File: src/rtl/ram_sweep_pkg.sv
// Shared state type, constants and parity helper for the sweep-cleared RAM.
// Parity storage is enabled by defining MEM_PARITY_EN.
package ram_sweep_pkg;

  typedef enum logic {
    S_CLEAR,
    S_RUN
  } ram_state_e;

  localparam int RSP_LAT   = 1;
  localparam int PAR_MAX_W = 64;

  // Words are zero-extended to PAR_MAX_W, which leaves their parity unchanged.
  function automatic logic even_parity(input logic [PAR_MAX_W-1:0] data);
    return ^data;
  endfunction

endpackage

File: src/rtl/ram_sp_core.sv
// Bare storage array: one write port, one registered read port, no reset.
// Contents are only meaningful after the controller's clear sweep.
module ram_sp_core #(
  parameter int WORD_W = 8,
  parameter int DEPTH  = 8,
  parameter int ADDR_W = $clog2(DEPTH)
) (
  input  logic              clk,
  input  logic              wr_en,
  input  logic [ADDR_W-1:0] wr_addr,
  input  logic [WORD_W-1:0] wr_data,
  input  logic              rd_en,
  input  logic [ADDR_W-1:0] rd_addr,
  output logic [WORD_W-1:0] rd_data
);

  logic [WORD_W-1:0] mem_q [DEPTH];
  logic [WORD_W-1:0] rd_data_q;

  always_ff @(posedge clk) begin
    if (wr_en) begin
      mem_q[wr_addr] <= wr_data;
    end
    if (rd_en) begin
      rd_data_q <= mem_q[rd_addr];
    end
  end

  assign rd_data = rd_data_q;

endmodule

File: src/rtl/ram_sweep_ctrl.sv
// Single-port RAM with valid/ready requests, 1-cycle read response and a
// word-per-cycle clear sweep after reset or clr. Optional parity: MEM_PARITY_EN.
module ram_sweep_ctrl
  import ram_sweep_pkg::*;
#(
  parameter int DATA_W = 8,
  parameter int DEPTH  = 8,
  parameter int ADDR_W = $clog2(DEPTH)
) (
  input  logic              clk,
  input  logic              rst_n,
  input  logic              clr,
  input  logic              req_valid,
  output logic              req_ready,
  input  logic              req_we,
  input  logic [ADDR_W-1:0] req_addr,
  input  logic [DATA_W-1:0] req_wdata,
  input  logic              par_inj,
  output logic              rsp_valid,
  output logic [DATA_W-1:0] rsp_rdata,
  output logic              addr_err,
  output logic              par_err,
  output logic              busy
);

`ifdef MEM_PARITY_EN
  localparam int WORD_W = DATA_W + 1;
`else
  localparam int WORD_W = DATA_W;
`endif

  localparam logic [ADDR_W-1:0] CNT_LAST = ADDR_W'(DEPTH - 1);

  ram_state_e        state_q;
  logic [ADDR_W-1:0] cnt_q;
  logic              req_ready_q;
  logic              busy_q;
  logic              rsp_valid_q;
  logic              addr_err_q;
  logic              rdata_zero_q;

  logic              clearing;
  logic              in_range;
  logic              req_fire;
  logic              rd_fire;
  logic              core_wr_en;
  logic              core_rd_en;
  logic [ADDR_W-1:0] core_wr_addr;
  logic [WORD_W-1:0] wr_word;
  logic [WORD_W-1:0] rd_word;

  assign clearing = (state_q == S_CLEAR);
  // Widened compare so a power-of-two DEPTH does not truncate to zero.
  assign in_range = ({1'b0, req_addr} < (ADDR_W + 1)'(DEPTH));
  assign req_fire = req_valid & req_ready_q;
  assign rd_fire  = req_fire & ~req_we;

  assign core_wr_en   = clearing | (req_fire & req_we & in_range);
  assign core_wr_addr = clearing ? cnt_q : req_addr;
  assign core_rd_en   = rd_fire & in_range;

  always_ff @(posedge clk or negedge rst_n) begin
    if (!rst_n) begin
      state_q     <= S_CLEAR;
      cnt_q       <= '0;
      busy_q      <= 1'b1;
      req_ready_q <= 1'b0;
    end else begin
      case (state_q)
        S_CLEAR: begin
          if (clr) begin
            cnt_q <= '0;
          end else if (cnt_q == CNT_LAST) begin
            state_q     <= S_RUN;
            busy_q      <= 1'b0;
            req_ready_q <= 1'b1;
          end else begin
            cnt_q <= cnt_q + ADDR_W'(1);
          end
        end
        S_RUN: begin
          if (clr) begin
            state_q     <= S_CLEAR;
            cnt_q       <= '0;
            busy_q      <= 1'b1;
            req_ready_q <= 1'b0;
          end
        end
        default: begin
          state_q     <= S_CLEAR;
          cnt_q       <= '0;
          busy_q      <= 1'b1;
          req_ready_q <= 1'b0;
        end
      endcase
    end
  end

  // Out-of-range reads still respond; rdata_zero_q masks the stale core word.
  always_ff @(posedge clk or negedge rst_n) begin
    if (!rst_n) begin
      rsp_valid_q  <= 1'b0;
      addr_err_q   <= 1'b0;
      rdata_zero_q <= 1'b1;
    end else begin
      rsp_valid_q <= rd_fire;
      addr_err_q  <= req_fire & ~in_range;
      if (rd_fire) begin
        rdata_zero_q <= ~in_range;
      end
    end
  end

`ifdef MEM_PARITY_EN
  assign wr_word = clearing ? '0
                 : {even_parity(PAR_MAX_W'(req_wdata)) ^ par_inj, req_wdata};
  assign par_err = rsp_valid_q & ~rdata_zero_q
                 & (even_parity(PAR_MAX_W'(rd_word[DATA_W-1:0])) ^ rd_word[DATA_W]);
`else
  logic unused_par_inj;
  assign unused_par_inj = par_inj;
  assign wr_word = clearing ? '0 : req_wdata;
  assign par_err = 1'b0;
`endif

  ram_sp_core #(
    .WORD_W (WORD_W),
    .DEPTH  (DEPTH),
    .ADDR_W (ADDR_W)
  ) u_core (
    .clk     (clk),
    .wr_en   (core_wr_en),
    .wr_addr (core_wr_addr),
    .wr_data (wr_word),
    .rd_en   (core_rd_en),
    .rd_addr (req_addr),
    .rd_data (rd_word)
  );

  assign req_ready = req_ready_q;
  assign busy      = busy_q;
  assign rsp_valid = rsp_valid_q;
  assign addr_err  = addr_err_q;
  assign rsp_rdata = rdata_zero_q ? '0 : rd_word[DATA_W-1:0];

endmodule

File: config.mk
export PLATFORM = sky130hd
export DESIGN_NAME = ram_sweep_ctrl
export DESIGN_NICKNAME = d
export VERILOG_FILES = /design/src/rtl/ram_sweep_pkg.sv /design/src/rtl/ram_sp_core.sv /design/src/rtl/ram_sweep_ctrl.sv
export SDC_FILE = /design/constraint.sdc
export NUM_CORES = 1
export LEC_CHECK = 0
export CAP_MARGIN = 20
export CORE_MARGIN = 2
export CORE_UTILIZATION = 40
export CTS_CLUSTER_SIZE = 10
export DETAILED_ROUTE_END_ITERATION = 16
export HOLD_SLACK_MARGIN = 0.06
export PLACE_DENSITY = 0.57
export SYNTH_ARGS = -nofsm -noshare
export SYNTH_HDL_FRONTEND = slang
export SYNTH_SLANG_ARGS = --single-unit
File: constraint.sdc
create_clock -name clk -period 4.6 [get_ports clk]
set_input_delay 0.92 -clock clk [delete_from_list [all_inputs] [get_ports clk]]
set_output_delay 0.92 -clock clk [all_outputs]
set_load 0.01 [all_outputs]
==> flow_metrics.py, run 1 <==
metrics = {
    "timing": {
        "hold_violations": 0,
        "fin_setup_tns_ns": 0,
        "finalMaxSlewViolations": 0,
        "fmax_mhz": 344.6,
        "grt_setup_unrepaired": "no",
        "worst_pin_slew_ns": 0.8475,
        "finalCriticalPeriod_ns": 2.902,
        "skew_ns": 0.009615,
        "max_slew_margin_pct": 43.29,
        "fin_crit_sh_pct": 63.08,
        "setup_viol_count_final": 0,
    },
    "yosys": {
        "synthSimpleGateAreaFrac_pct": 8.983,
        "yosys_most_used_dff": "edfxtp_1",
        "synthTopCellsByArea": "edfxtp_1 (66%), mux4_1 (6.4%), mux4_2 (5.5%)",
        "ys_seq_area_share_pct": 72.55,
        "mappedNetlistArea_um2": 3259,
        "ys_ff_latch": 80,
        "syn_inst": 191,
        "synth-adder-area-share_pct": 0.7678,
        "yosysWarningCount": 0,
        "syn_avg_cell_area_um2": 17.06,
        "synth_top_area_cell": "edfxtp_1",
        "synth_compound_area_share_pct": 2.610,
        "synth_top_family_by_area": "multiplexers",
        "ys_types": 26,
        "synth-edff-count": 72,
        "synth_xor_area_share_pct": 0.2687,
        "synthMuxAreaShare_pct": 11.98,
        "yosys.area.top_type_share_pct": 66.33,
        "synth-async-reset-ratio_pct": 10.00,
    },
    "setup_path": {
        "cpLargestDelayFamily": "buffers and inverters",
        "critPathSlowestCell": "clkdlybuf4s50_1",
        "crit_type": "in2reg",
        "cp-start-kind": "input pin",
        "crit_fanout": 12,
        "required_ns": 4.65,
        "cp_num_buf_inv": 2,
        "path_cells": "clkdlybuf4s50_1 > a31oi_1 > nor2_1 > buf_4",
        "end_kind": "register",
        "critPathMaxStageDelay_ns": 0.94,
        "arrival_ns": 2.95,
    },
    "run_status": {
        "status": "finished, final reports clean",
    },
    "grt": {
        "grt_pass1_wl_um": 8914,
        "grt_max_degree": 24,
        "grt.total_usage_pct": 14.38,
        "grt_pass1_vias": 1706,
        "grt-ovfl-total": 0,
        "antenna_found_initial": 0,
    },
    "finish": {
        "antenna_cells": 0,
        "regArea_um2": 2365,
        "final_nets": 247,
        "multi_input_area_um2": 809.5,
        "area_growth_pct": 17.16,
        "design_area_um2": 3819,
        "layout-drive-gt1-share_pct": 12.45,
        "finish.utilization_pct": 48.91,
        "fillers": 667,
    },
    "drt": {
        "firstDrtPassIters": 4,
        "ant_nets": 0,
        "via_count": 1671,
        "post_drt_wl_per_cell_um": 17.22,
        "drc_errors": 0,
        "wl_um": 5769,
        "drtIter0Drc": 109,
        "viasPerCell": 4.988,
    },
    "clock_network": {
        "cts.path.max_buffers": 2,
        "cts_resized": 0,
        "cts_tree": "built",
        "cts.clk_slew.worst_paths_ns": 0.07,
        "cts_hold_buf": 0,
        "cts_made_buffers": 9,
        "clk_latency_ns": 0.34,
        "cts_sinks": 80,
        "clockRootBuffer": "clkbuf_8",
        "cts_max_level": 3,
        "cts_setup_buffers": 0,
    },
    "floorplan": {
        "io_pins": 30,
        "die_height_um": 94.27,
        "core-area_um2": 7807,
        "die_width_um": 94.27,
        "rows": 32,
        "dieArea_um2": 8887,
        "start_util_pct": 41.75,
    },
    "pwr": {
        "p_leak_nw": 1.368,
        "ir_worst_vdd_mv": 0.1427,
        "power_density_nw_per_um2": 378.8,
        "p_total_mw": 1.446,
    },
    "placement": {
        "place_congestion": 0.7692,
        "dp_hpwl_um": 3667,
        "dpl_cell_area_um2": 3641,
        "io_buffers": 26,
    },
    "hold_path": {
        "hp-class": "reg2reg",
    },
    "job": {
        "max_cap_violations": 0,
    },
}
-- synthesized netlist by cell type (4+ instances only) --
| cell type | count |
|---|---|
| edfxtp_1 | 72 |
| nand2_1 | 27 |
| nor2_1 | 16 |
| nor2b_1 | 11 |
| and2_1 | 8 |
| mux4_1 | 8 |
| mux4_2 | 8 |
| dfrtp_1 | 6 |
| a21oi_1 | 4 |
| a32oi_1 | 4 |
| buf_2 | 4 |
| inv_1 | 4 |
-- worst reg2reg max path, delay by kind of cell, from the launching register on --
family	cells	cell delay, ns
flip-flops	1	0.87
AND/OR/NAND/NOR	1	0.72
AO/OA/AOI/OAI	1	0.33
-- layer usage --
metal | wire (um) | up-vias | track usage (%)
li1 | - | 793 | -
met1 | 2599 | 833 | 18.26
met2 | 2879 | 36 | 23.51
met3 | 171 | 9 | 2.648
met4 | 119 | 0 | 7.609
met5 | 0 | - | 0
-- power by group --
part           switching, mW  total [mW]  internal [mW]
Combinational         0.0675       0.129         0.0616
Sequential            0.0103       0.843          0.833
Clock                  0.231       0.474          0.243
Total                  0.309        1.45           1.14
-- cell usage in the layout, fill, tap and decap left out, types with 2 or more instances in the layout --
master           count
a21oi_1              4
a31oi_1              2
a32oi_1              4
and2_1               8
buf_4                8
clkbuf_8             9
clkdlybuf4s50_1     26
clkinv_1             5
conb_1               2
dfrtp_1              6
dfstp_2              2
edfxtp_1            72
ha_1                 2
inv_1                4
mux4_1               8
mux4_2               8
nand2_1             27
nor2_1              16
nor2b_1             11
o21ai_0              2
-- sequential cells by signal (all words and copies together) (netlist names) --
signal / cells
u_core.mem_q: 64
cnt_q: 3
req_ready: 1
rsp_valid: 1
state_q: 1
u_core.rd_data: 8
rdata_zero_q: 1
busy: 1
-- path summary, 6_finish.rpt --
check / startpoint / end / slack [ns] / cells after the start
setup / recovery: req_addr[0] / u_core.mem_q[5][2] / 1.70 / 4
hold / removal: busy / busy / 0.50 / 2
setup reg to reg: state_q / u_core.mem_q[6][2] / 2.30 / 2
hold reg to reg: busy / busy / 0.50 / 2
max in group asynchronous: rst_n / busy / 3.44 / 1
min in group asynchronous: rst_n / state_q / 0.85 / 1
-- layout make-up --
class	count	share of cell area, %
Clock buffer	10	3.342
Clock inverter	6	1.311
Inverter	5	0.4915
Multi-Input combinational cell	98	21.20
Sequential cell	80	61.93
Tap cell	102	3.342
Timing Repair Buffer	34	8.388
-- logic make-up after synthesis --
| family | after synthesis |
|---|---|
| compound gates | 13 |
| xor+xnor | 1 |
| fa+ha+maj | 2 |
| buf+inv | 14 |
| flops | 80 |
| mux | 16 |
| other cells | 1 |
| simple gates | 64 |
-- through the flow --
stage / hold WS, ns / setup WS (ns) / instances
global placement: 0.4835 / 1.355 / 319
CTS: 0.5062 / 1.684 / 335
detailed placement: 0.4955 / 1.354 / 319
global route: 0.5229 / 1.596 / 335
floorplan: 0.4945 / 2.394 / 192
finish: 0.5022 / 1.698 / 335
(Power assumes the default switching activity.)
==> run 2, diff against run 1 <==
- PLACE_DENSITY: 0.57 -> 0.59
- clock period: 4.6 -> 2.6 ns (I/O delays scaled with it)
==> run 2 against run 1 <==
  * Clock-buffer cell count increased by 1
  * First-iteration DRC count is 2.8% higher
  * Non-clock buffer count rose by 8
  * Sequential power grew 77%
  * Critical path depth is the same
  * Routed wire length is 1.2% higher
  * Via count increased by 1.4%
  * Combinational power grew 80%
  * Register-to-register slack got worse by 1.7 ns
  * Critical endpoint is now u_core.mem_q[0][2]
  * Largest power group unchanged
==> flow_metrics.py, run 2 (same netlist as run 1, synthesis figures left out) <==
metrics = {
    "run_status": {
        "status": "finished, final reports clean",
    },
    "timing": {
        "fin_hold_ws_ns": 0.4499,
        "fin_crit_sh_pct": 80.41,
        "finalCriticalPeriod_ns": 2.091,
        "max_slew_margin_pct": 42.12,
        "finalMaxSlewViolations": 0,
        "setup_viol_count_final": 0,
        "worst_pin_slew_ns": 0.8650,
        "skew_ns": 0.01269,
        "hold_violations": 0,
        "fmax_mhz": 478.3,
        "fin_setup_tns_ns": 0,
        "grt_setup_unrepaired": "no",
    },
    "drt": {
        "drc_errors": 0,
        "viasPerCell": 4.939,
        "drtIter0Drc": 112,
        "wl_um": 5836,
        "post_drt_wl_per_cell_um": 17.01,
        "ant_nets": 0,
        "via_count": 1694,
        "firstDrtPassIters": 4,
    },
    "finish": {
        "final_nets": 255,
        "layout-drive-gt1-share_pct": 15.35,
        "area_growth_pct": 18.31,
        "largest_reg_flops": 64,
        "antenna_cells": 0,
        "final_common_cell": "edfxtp_1",
        "top_register": "u_core.mem_q",
        "final_cell_mix": "edfxtp_1 (72), nand2_1 (27), clkdlybuf4s50_1 (26)",
    },
    "setup_path": {
        "critPathMaxStageDelay_ns": 0.71,
        "required_ns": 2.56,
        "path_cells": "clkdlybuf4s50_1 > and3_1 > a31oi_1 > nor2_1",
        "crit_path_start": "req_we",
        "r2r_cells": 3,
        "crit_fanout": 8,
        "critPathSlowestCell": "nor2_1",
        "rrSetupSlack_ns": 0.55,
        "reg2reg_to": "u_core.mem_q[4][4]",
        "arrival_ns": 2.05,
        "end_kind": "register",
        "crit_type": "in2reg",
        "cp-start-kind": "input pin",
        "reg2reg_from": "state_q",
    },
    "clock_network": {
        "cts_hold_buf": 0,
        "cts_sinks": 80,
        "cts_resized": 0,
        "clk_latency_ns": 0.34,
        "clockRootBuffer": "clkbuf_8",
        "cts.path.max_buffers": 2,
        "cts_tree": "built",
        "cts_setup_buffers": 0,
        "cts_made_buffers": 9,
        "cts.clk_slew.worst_paths_ns": 0.08,
        "cts_max_level": 3,
    },
    "pwr": {
        "p_total_mw": 2.474,
        "ir_worst_vdd_mv": 0.3089,
        "power_density_nw_per_um2": 641.5,
        "p_leak_nw": 1.394,
    },
    "floorplan": {
        "die_width_um": 94.27,
        "die_height_um": 94.27,
        "start_util_pct": 41.75,
        "rows": 32,
        "core-area_um2": 7807,
        "io_pins": 30,
        "dieArea_um2": 8887,
    },
    "job": {
        "max_cap_violations": 0,
    },
    "grt": {
        "grt-ovfl-total": 0,
        "grt_pass1_vias": 1791,
        "grt.total_usage_pct": 14.92,
        "grt_pass1_wl_um": 9404,
        "grt_max_degree": 17,
        "antenna_found_initial": 0,
    },
    "placement": {
        "io_buffers": 26,
        "dp_hpwl_um": 4147,
        "place_congestion": 0.8221,
    },
    "hold_path": {
        "hp-class": "in2async",
    },
}
## run 2: cell type report
cell class | instances | area [um2]
tap | 102 | 127.6
sequential | 80 | 2365
fill | 679 | 3951
clock buffer | 11 | 131.4
inverter | 5 | 18.77
clock inverter | 5 | 23.77
multi-input combinational | 98 | 809.5
timing repair buffer | 42 | 380.4
## run 2: stage by stage
| step | utilization (%) | std cells | setup slack [ns] | cell area [um2] |
|---|---|---|---|---|
| global placement | 47.40 | 327 | 0.1287 | 3701 |
| CTS | 49.39 | 343 | 0.4662 | 3856 |
| floorplan | - | 192 | 0.7943 | 3263 |
| global route | 49.39 | 343 | 0.3715 | 3856 |
| detailed placement | 47.40 | 327 | 0.1104 | 3701 |
| finish | 49.39 | 343 | 0.5093 | 3856 |
## run 2: critical path, delay by kind of cell
family / cells / cell delay [ns]
simple gates: 2 / 0.90
compound gates: 1 / 0.16
buf+inv: 1 / 0.47
## run 2: worst max path at each step
stage,end,slack (ns),depth (start not counted)
3_3_place_gp,u_core.mem_q[2][6],0.13,4
4_1_cts,u_core.mem_q[0][2],0.47,4
5_1_grt,u_core.mem_q[4][7],0.37,4
3_5_place_dp,u_core.mem_q[0][6],0.11,4
2_1_floorplan,u_core.mem_q[4][0],0.79,4
6_report,u_core.mem_q[0][2],0.51,4
## run 2: power by group
| part | switching, mW | internal [mW] | leakage [nW] | total (mW) |
|---|---|---|---|---|
| combinational | 0.119 | 0.113 | 0.557 | 0.232 |
| clock | 0.412 | 0.336 | 0.0758 | 0.748 |
| sequential | 0.0194 | 1.47 | 0.760 | 1.49 |
| total | 0.550 | 1.92 | 1.39 | 2.47 |
## run 2: metal layers
layer  up-vias  part of all wire, %  track usage, %
met5         -                    0               0
met4         0                  1.3           6.159
met3         5                  5.5           3.291
met2        46                   52           25.30
met1       838                   41           18.51
li1        805                    -               -
